File: src/rtl/tetron_move_controller_if.sv
// Spawn/move request handshake between the game sequencer and the move controller.
// The sequencer is the master, the controller is the slave.
interface tetron_move_controller_if;
  logic       spawn_valid;
  logic [2:0] spawn_type;
  logic       spawn_ready;
  logic       cmd_valid;
  logic [1:0] cmd;
  logic       cmd_ready;
  logic       cmd_done;
  logic       cmd_ok;

  modport master (
    output spawn_valid, spawn_type, cmd_valid, cmd,
    input  spawn_ready, cmd_ready, cmd_done, cmd_ok
  );

  modport slave (
    input  spawn_valid, spawn_type, cmd_valid, cmd,
    output spawn_ready, cmd_ready, cmd_done, cmd_ok
  );
endinterface

File: src/rtl/tetron_move_controller.sv
// Falling-block move controller.
// Each accepted spawn or move builds a trial position. That position is then
// checked cell by cell against the board walls and the occupancy read port.
// The controller commits the move, locks the piece, or raises game over.
//
// state | meaning
// IDLE  | waiting for spawn or move request
// SH0   | trial select presented to shapers, latency cycle 1
// SH1   | shaper latency cycle 2
// Ck    | range-check block k+1, issue board read if in range
// Wk    | board read data for block k+1 returns
// RES   | result cycle: cmd_done, cmd_ok, lock_valid
module tetron_move_controller (
  input  logic       clk,
  input  logic       rst_n,
  tetron_move_controller_if.slave mv,
  output logic [2:0] shaper_type_o,
  output logic [2:0] shaper_rotation_o,
  input  logic [4:0] blk1_voffset_i,
  input  logic [4:0] blk2_voffset_i,
  input  logic [4:0] blk3_voffset_i,
  input  logic [4:0] blk4_voffset_i,
  input  logic [4:0] blk1_hoffset_i,
  input  logic [4:0] blk2_hoffset_i,
  input  logic [4:0] blk3_hoffset_i,
  input  logic [4:0] blk4_hoffset_i,
  output logic       board_rd_en_o,
  output logic [4:0] board_rd_row_o,
  output logic [3:0] board_rd_col_o,
  input  logic       board_rd_occupied_i,
  output logic [4:0] pos_row_o,
  output logic [3:0] pos_col_o,
  output logic [2:0] rot_o,
  output logic [2:0] piece_type_o,
  output logic       piece_active_o,
  output logic       lock_valid_o,
  output logic       game_over_o,
  output logic       busy_o
);

  typedef enum logic [3:0] {
    S_IDLE, S_SH0, S_SH1, S_C0, S_W0, S_C1, S_W1, S_C2, S_W2, S_C3, S_W3, S_RES
  } state_t;

  localparam logic [1:0] CMD_LEFT  = 2'b00;
  localparam logic [1:0] CMD_RIGHT = 2'b01;
  localparam logic [1:0] CMD_ROT   = 2'b10;
  localparam logic [1:0] CMD_DOWN  = 2'b11;

  state_t      state_q, state_d;
  logic [5:0]  trial_row_q, trial_row_d;
  logic [5:0]  trial_col_q, trial_col_d;
  logic [1:0]  trial_rot_q, trial_rot_d;
  logic [2:0]  trial_type_q, trial_type_d;
  logic        op_spawn_q, op_spawn_d;
  logic [1:0]  op_cmd_q, op_cmd_d;
  logic        coll_q, coll_d;
  logic        rd_issued_q, rd_issued_d;
  logic [4:0]  pos_row_q, pos_row_d;
  logic [3:0]  pos_col_q, pos_col_d;
  logic [1:0]  rot_q, rot_d;
  logic [2:0]  type_q, type_d;
  logic        active_q, active_d;
  logic        game_over_q, game_over_d;

  logic        spawn_acc, cmd_acc;
  logic [4:0]  voff, hoff;
  logic signed [6:0] cell_row, cell_col;
  logic        out_of_range;
  logic        rd_en;

  assign spawn_acc = mv.spawn_valid && mv.spawn_ready;
  assign cmd_acc   = mv.cmd_valid && mv.cmd_ready && !spawn_acc;

  always_comb begin
    voff = blk1_voffset_i;
    hoff = blk1_hoffset_i;
    case (state_q)
      S_C1: begin voff = blk2_voffset_i; hoff = blk2_hoffset_i; end
      S_C2: begin voff = blk3_voffset_i; hoff = blk3_hoffset_i; end
      S_C3: begin voff = blk4_voffset_i; hoff = blk4_hoffset_i; end
      default: ;
    endcase
  end

  // Sums are widened to 7 bits so large offsets cannot wrap back into range.
  assign cell_row = $signed({trial_row_q[5], trial_row_q}) + $signed({2'b00, voff});
  assign cell_col = $signed({trial_col_q[5], trial_col_q}) + $signed({2'b00, hoff});
  assign out_of_range = (cell_row > 7'sd19) || (cell_row < 7'sd0) ||
                        (cell_col > 7'sd9)  || (cell_col < 7'sd0);

  always_comb begin
    state_d      = state_q;
    trial_row_d  = trial_row_q;
    trial_col_d  = trial_col_q;
    trial_rot_d  = trial_rot_q;
    trial_type_d = trial_type_q;
    op_spawn_d   = op_spawn_q;
    op_cmd_d     = op_cmd_q;
    coll_d       = coll_q;
    rd_issued_d  = rd_issued_q;
    pos_row_d    = pos_row_q;
    pos_col_d    = pos_col_q;
    rot_d        = rot_q;
    type_d       = type_q;
    active_d     = active_q;
    game_over_d  = game_over_q;
    rd_en        = 1'b0;

    case (state_q)
      S_IDLE: begin
        if (spawn_acc) begin
          trial_row_d  = 6'd0;
          trial_col_d  = 6'd4;
          trial_rot_d  = 2'd0;
          trial_type_d = mv.spawn_type;
          op_spawn_d   = 1'b1;
          coll_d       = 1'b0;
          state_d      = S_SH0;
        end else if (cmd_acc) begin
          trial_row_d  = {1'b0, pos_row_q};
          trial_col_d  = {2'b00, pos_col_q};
          trial_rot_d  = rot_q;
          trial_type_d = type_q;
          op_spawn_d   = 1'b0;
          op_cmd_d     = mv.cmd;
          coll_d       = 1'b0;
          state_d      = S_SH0;
          case (mv.cmd)
            CMD_LEFT:  trial_col_d = {2'b00, pos_col_q} - 6'd1;
            CMD_RIGHT: trial_col_d = {2'b00, pos_col_q} + 6'd1;
            CMD_ROT:   trial_rot_d = rot_q + 2'd1;
            default:   trial_row_d = {1'b0, pos_row_q} + 6'd1;
          endcase
        end
      end
      S_SH0: state_d = S_SH1;
      S_SH1: state_d = S_C0;
      S_C0, S_C1, S_C2, S_C3: begin
        if (out_of_range) begin
          coll_d      = 1'b1;
          rd_issued_d = 1'b0;
        end else begin
          rd_en       = 1'b1;
          rd_issued_d = 1'b1;
        end
        case (state_q)
          S_C0:    state_d = S_W0;
          S_C1:    state_d = S_W1;
          S_C2:    state_d = S_W2;
          default: state_d = S_W3;
        endcase
      end
      S_W0, S_W1, S_W2, S_W3: begin
        if (rd_issued_q && board_rd_occupied_i) coll_d = 1'b1;
        case (state_q)
          S_W0:    state_d = S_C1;
          S_W1:    state_d = S_C2;
          S_W2:    state_d = S_C3;
          default: state_d = S_RES;
        endcase
      end
      S_RES: begin
        state_d = S_IDLE;
        if (!coll_q) begin
          pos_row_d = trial_row_q[4:0];
          pos_col_d = trial_col_q[3:0];
          rot_d     = trial_rot_q;
          if (op_spawn_q) begin
            type_d   = trial_type_q;
            active_d = 1'b1;
          end
        end else if (op_spawn_q) begin
          game_over_d = 1'b1;
        end else if (op_cmd_q == CMD_DOWN) begin
          active_d = 1'b0;
        end
      end
      default: state_d = S_IDLE;
    endcase
  end

  always_ff @(posedge clk or negedge rst_n) begin
    if (!rst_n) begin
      state_q      <= S_IDLE;
      trial_row_q  <= '0;
      trial_col_q  <= '0;
      trial_rot_q  <= '0;
      trial_type_q <= '0;
      op_spawn_q   <= 1'b0;
      op_cmd_q     <= '0;
      coll_q       <= 1'b0;
      rd_issued_q  <= 1'b0;
      pos_row_q    <= '0;
      pos_col_q    <= '0;
      rot_q        <= '0;
      type_q       <= '0;
      active_q     <= 1'b0;
      game_over_q  <= 1'b0;
    end else begin
      state_q      <= state_d;
      trial_row_q  <= trial_row_d;
      trial_col_q  <= trial_col_d;
      trial_rot_q  <= trial_rot_d;
      trial_type_q <= trial_type_d;
      op_spawn_q   <= op_spawn_d;
      op_cmd_q     <= op_cmd_d;
      coll_q       <= coll_d;
      rd_issued_q  <= rd_issued_d;
      pos_row_q    <= pos_row_d;
      pos_col_q    <= pos_col_d;
      rot_q        <= rot_d;
      type_q       <= type_d;
      active_q     <= active_d;
      game_over_q  <= game_over_d;
    end
  end

  // spawn_ready is gated by rst_n so every output reads 0 while reset is held.
  assign mv.spawn_ready = rst_n && (state_q == S_IDLE) && !active_q && !game_over_q;
  assign mv.cmd_ready   = (state_q == S_IDLE) && active_q;
  assign mv.cmd_done    = (state_q == S_RES);
  assign mv.cmd_ok      = (state_q == S_RES) && !coll_q;

  assign lock_valid_o   = (state_q == S_RES) && coll_q && !op_spawn_q && (op_cmd_q == CMD_DOWN);
  assign busy_o         = (state_q != S_IDLE);

  assign board_rd_en_o  = rd_en;
  assign board_rd_row_o = rd_en ? cell_row[4:0] : 5'd0;
  assign board_rd_col_o = rd_en ? cell_col[3:0] : 4'd0;

  assign shaper_type_o     = trial_type_q;
  assign shaper_rotation_o = {1'b0, trial_rot_q};

  assign pos_row_o      = pos_row_q;
  assign pos_col_o      = pos_col_q;
  assign rot_o          = {1'b0, rot_q};
  assign piece_type_o   = type_q;
  assign piece_active_o = active_q;
  assign game_over_o    = game_over_q;

endmodule

File: src/flat_wrapper.sv
// flat-port wrapper written by rule: the top's interface ports become plain ports
module tetron_move_controller_flat 
  (clk, rst_n, shaper_type_o, shaper_rotation_o, blk1_voffset_i, blk2_voffset_i, blk3_voffset_i, blk4_voffset_i, blk1_hoffset_i, blk2_hoffset_i, blk3_hoffset_i, blk4_hoffset_i, board_rd_en_o, board_rd_row_o, board_rd_col_o, board_rd_occupied_i, pos_row_o, pos_col_o, rot_o, piece_type_o, piece_active_o, lock_valid_o, game_over_o, busy_o, mv_spawn_valid, mv_spawn_type, mv_cmd_valid, mv_cmd, mv_spawn_ready, mv_cmd_ready, mv_cmd_done, mv_cmd_ok);
  tetron_move_controller_if mv_i ();
  input  logic clk;
  input  logic rst_n;
  output logic [2:0] shaper_type_o;
  output logic [2:0] shaper_rotation_o;
  input  logic [4:0] blk1_voffset_i;
  input  logic [4:0] blk2_voffset_i;
  input  logic [4:0] blk3_voffset_i;
  input  logic [4:0] blk4_voffset_i;
  input  logic [4:0] blk1_hoffset_i;
  input  logic [4:0] blk2_hoffset_i;
  input  logic [4:0] blk3_hoffset_i;
  input  logic [4:0] blk4_hoffset_i;
  output logic board_rd_en_o;
  output logic [4:0] board_rd_row_o;
  output logic [3:0] board_rd_col_o;
  input  logic board_rd_occupied_i;
  output logic [4:0] pos_row_o;
  output logic [3:0] pos_col_o;
  output logic [2:0] rot_o;
  output logic [2:0] piece_type_o;
  output logic piece_active_o;
  output logic lock_valid_o;
  output logic game_over_o;
  output logic busy_o;
  input wire logic [$bits(mv_i.spawn_valid)-1:0] mv_spawn_valid;
  input wire logic [$bits(mv_i.spawn_type)-1:0] mv_spawn_type;
  input wire logic [$bits(mv_i.cmd_valid)-1:0] mv_cmd_valid;
  input wire logic [$bits(mv_i.cmd)-1:0] mv_cmd;
  output wire logic [$bits(mv_i.spawn_ready)-1:0] mv_spawn_ready;
  output wire logic [$bits(mv_i.cmd_ready)-1:0] mv_cmd_ready;
  output wire logic [$bits(mv_i.cmd_done)-1:0] mv_cmd_done;
  output wire logic [$bits(mv_i.cmd_ok)-1:0] mv_cmd_ok;
  assign mv_i.spawn_valid = mv_spawn_valid;
  assign mv_i.spawn_type = mv_spawn_type;
  assign mv_i.cmd_valid = mv_cmd_valid;
  assign mv_i.cmd = mv_cmd;
  assign mv_spawn_ready = mv_i.spawn_ready;
  assign mv_cmd_ready = mv_i.cmd_ready;
  assign mv_cmd_done = mv_i.cmd_done;
  assign mv_cmd_ok = mv_i.cmd_ok;
  tetron_move_controller u_core (.clk(clk), .rst_n(rst_n), .mv(mv_i), .shaper_type_o(shaper_type_o), .shaper_rotation_o(shaper_rotation_o), .blk1_voffset_i(blk1_voffset_i), .blk2_voffset_i(blk2_voffset_i), .blk3_voffset_i(blk3_voffset_i), .blk4_voffset_i(blk4_voffset_i), .blk1_hoffset_i(blk1_hoffset_i), .blk2_hoffset_i(blk2_hoffset_i), .blk3_hoffset_i(blk3_hoffset_i), .blk4_hoffset_i(blk4_hoffset_i), .board_rd_en_o(board_rd_en_o), .board_rd_row_o(board_rd_row_o), .board_rd_col_o(board_rd_col_o), .board_rd_occupied_i(board_rd_occupied_i), .pos_row_o(pos_row_o), .pos_col_o(pos_col_o), .rot_o(rot_o), .piece_type_o(piece_type_o), .piece_active_o(piece_active_o), .lock_valid_o(lock_valid_o), .game_over_o(game_over_o), .busy_o(busy_o));
endmodule
File: config.mk
export PLATFORM = sky130hd
export DESIGN_NAME = tetron_move_controller_flat
export DESIGN_NICKNAME = d
export VERILOG_FILES = /design/src/rtl/tetron_move_controller_if.sv /design/src/rtl/tetron_move_controller.sv /design/src/flat_wrapper.sv
export SDC_FILE = /design/constraint.sdc
export NUM_CORES = 1
export LEC_CHECK = 0
export CELL_PAD_IN_SITES_DETAIL_PLACEMENT = 1
export CELL_PAD_IN_SITES_GLOBAL_PLACEMENT = 2
export CORE_MARGIN = 3
export CORE_UTILIZATION = 28
export CTS_CLUSTER_DIAMETER = 200
export CTS_CLUSTER_SIZE = 14
export DETAILED_ROUTE_END_ITERATION = 10
export PLACE_DENSITY = 0.78
export SYNTH_ARGS = -nofsm -noshare
export SYNTH_HDL_FRONTEND = slang
export SYNTH_SLANG_ARGS = --single-unit
File: constraint.sdc
create_clock -name clk -period 5.36 [get_ports clk]
set_clock_uncertainty 0.2 [all_clocks]
set_input_delay 1.34 -clock clk [delete_from_list [all_inputs] [get_ports clk]]
set_output_delay 1.34 -clock clk [all_outputs]
set_load 0.02 [all_outputs]
==> qor.csv <==
metric,value,unit
Layout Utilization,45.1,%
worst skew pair latency,0.29,ns
CTS Buf Count,5,
"area leader, netlist",dfrtp_1,
PortBufs,86,
initial antenna violation count,0,
Core Rows,36,
Final setup viols,0,
crit-path cells,clkdlybuf4s50_1 -> a222oi_1 -> nand2_1 -> ha_2 -> nor2_2 -> a211oi_2 -> o22a_2 -> o221a_4 -> nand3_4 -> nor2_4 -> buf_2,
die width,107,um
IO Count,89,
post-detail-place hpwl,7.06,mm
first-pass GRT wire length,15.3,mm
core area,9820,sq um
endpoints failing hold,0,
Tcrit/Tclk final,98.4,%
Max VDD drop,0.113,mV
post-synthesis register bit count,42,
Crit path arrival time,3.73,ns
Syn. warnings,0,
vias after detailed routing,2761,
WS Path Type,input port to output pin,
# DRC,0,
top-area cell type share of the netlist area,37.1,%
GPL Wtd Cong,0.776,
CP top delay family,compound AO/OA/AOI/OAI gates,
grt total ovfl,0,
Critical Path Fanout Max,7,
Slew @ Worst Pin,0.784,ns
"EDFF count, synth",0,
"Seq/Total Area, Yosys",37.1,%
Peak Freq,190,MHz
Hold WC Path Type,register to register,
routed wire length,9.40,mm
Synth Area per Inst,9.21,sq um
1st-iter DRT viols,104,
slew margin rel.,47.7,%
vias in the first global route,3004,
worst hold slack,0.292,ns
"commonest non-fill, non-tap cell in the layout",clkdlybuf4s50_1,
Final #Nets,493,
"Area growth, synth to finish",56.3,%
fin. max-slew vios,0,
CTS root buf,clkbuf_8,
pin count of the biggest net entering global routing,43,
"Slowest-stage cell, CP",clkdlybuf4s50_1,
largest cells by area after synthesis,"dfrtp_1, ha_1, nand2_1",
WL/cell,16.8,um
CTS tree,done,
max-cap viol count,0,
Initial DRT Pass Iterations,4,
final non-filler cell total,559,
Via density,4.94,
unique cell type count in the Yosys netlist,59,
Initial Util,28.9,%
outcome,"finished, final reports clean",
number of diodes,0,
Final ANT Viol Nets,0,
CP startpoint kind,input port,
post-synthesis cell count,308,
pre-CTS setup slack,-0.692,ns
predominant post-synthesis flop cell,dfrtp_1,
# placed instances,544,
critical path required time,3.82,ns
post-layout worst setup margin,0.0878,ns
"Cell Area, Synth",2840,sq um
clk slew on worst S/H paths,0.09,ns
CTS Hold Bufs,0,
CTS Sinks,42,
CTS Buffer Depth,2,
Overall Global Routing Usage,16.7,%
H-tree Lvls,2,
die height,107,um
asr flop ratio synth,100,%
P_leak,2.07,nW
Worst Setup End Kind,output pin,
Die ar.,11400,sq um
Power Dens Cells,408,nW/um^2
layout cells sized above 1,29.8,%
Final min period,5.27,ns
"commonest non-fill, non-tap cells in the layout","clkdlybuf4s50_1, nand2_1, dfrtp_1",
critical path buffer and inverter count,2,
CP peak stage delay,0.40,ns
final cells by class:
class	instances	area [sq um]
fillers	1173	5390
well taps	133	166
clock buffers	6	82.6
multi-input cells	242	1910
inverters	10	40.0
flip-flops and latches	42	1050
repair buffers	124	1170
clock inverters	2	12.5
through the flow:
stage / power, mW / setup TNS, ns / cell area [sq um]
4_1_cts: 1.74 / 0 / 4210
2_1_floorplan: 1.01 / 0 / 2840
6_report: 1.81 / 0 / 4430
3_5_place_dp: 1.44 / -6.43 / 4000
3_3_place_gp: 1.42 / -5.54 / 4000
5_1_grt: 1.97 / -0.136 / 4430
cells by family (layout without fill, tap and decap cells):
logic type / Yosys count / count (layout) / share of synthesized area, %
adders and majority gates: 18 / 18 / 8.47
DFF: 42 / 42 / 37.1
xor gates and xnor gates: 18 / 18 / 5.82
buffers and inverters: 25 / 142 / 4.63
AOI/OAI and AO/OA: 60 / 60 / 15.1
other: 1 / 2 / 0.132
and+or+nand+nor: 129 / 129 / 22.9
muxes: 15 / 15 / 5.87
worst paths after layout:
path	start	end	slack, ns	cells past startpoint
worst max-delay path	blk4_voffset_i[3]	board_rd_col_o[3]	0.09	11
worst min-delay path	u_core.game_over_o$_DFFE_PN0P_	u_core.game_over_o$_DFFE_PN0P_	0.29	1
worst max register to register	u_core.state_q[3]$_DFFE_PN0P_	u_core.coll_q$_DFFE_PN0P_	1.79	16
worst min register to register	u_core.game_over_o$_DFFE_PN0P_	u_core.game_over_o$_DFFE_PN0P_	0.29	1
max in group asynchronous	rst_n	u_core.trial_col_q[5]$_DFFE_PN0P_	3.58	2
min in group asynchronous	rst_n	u_core.pos_row_o[1]$_DFFE_PN0P_	1.00	2
report_power, final:
group          switching, mW  leakage, nW  internal (mW)
combinational          0.564         1.47          0.562
sequential            0.0803        0.556          0.388
clock                  0.110       0.0472          0.104
routing by layer:
| layer | share of wire (%) | track usage, % | vias to the layer above | wire length (um) |
|---|---|---|---|---|
| met5 | 0 | 0 | - | 0 |
| met4 | 2.2 | 5.11 | 0 | 203 |
| met3 | 5.9 | 3.37 | 15 | 551 |
| met2 | 49 | 29.5 | 80 | 4640 |
| met1 | 43 | 20.5 | 1352 | 4010 |
| li1 | - | - | 1314 | - |
what timing repair did:
action | CTS | global route
pin swaps | 23 | 47
gates resized for setup | 81 | 58
setup endpoints to repair | 10 | 10
hold endpoints to repair | 0 | 0
setup buffers | 5 | 4
registers in the layout (all words and copies together), names as in the netlist, 3 cells and up:
name                  cells
u_core.trial_col_q        6
u_core.piece_type_o       3
u_core.state_q            4
u_core.pos_col_o          4
u_core.pos_row_o          5
u_core.trial_row_q        6
u_core.shaper_type_o      3
synthesized netlist by cell type (all sizes together) (3+ instances only):
master	instances
and2	5
a211oi	8
buf	11
o21ai	12
ha	16
a222oi	9
xor2	10
dfrtp	42
mux2	13
and3	8
a21oi	13
nor3	4
nand3	4
nand2b	6
inv	10
nand2	52
nor2	34
nor4	3
a31oi	4
clkbuf	4
xnor2	8
nand4	4
Note: power is estimated with default switching activity, not from simulation.
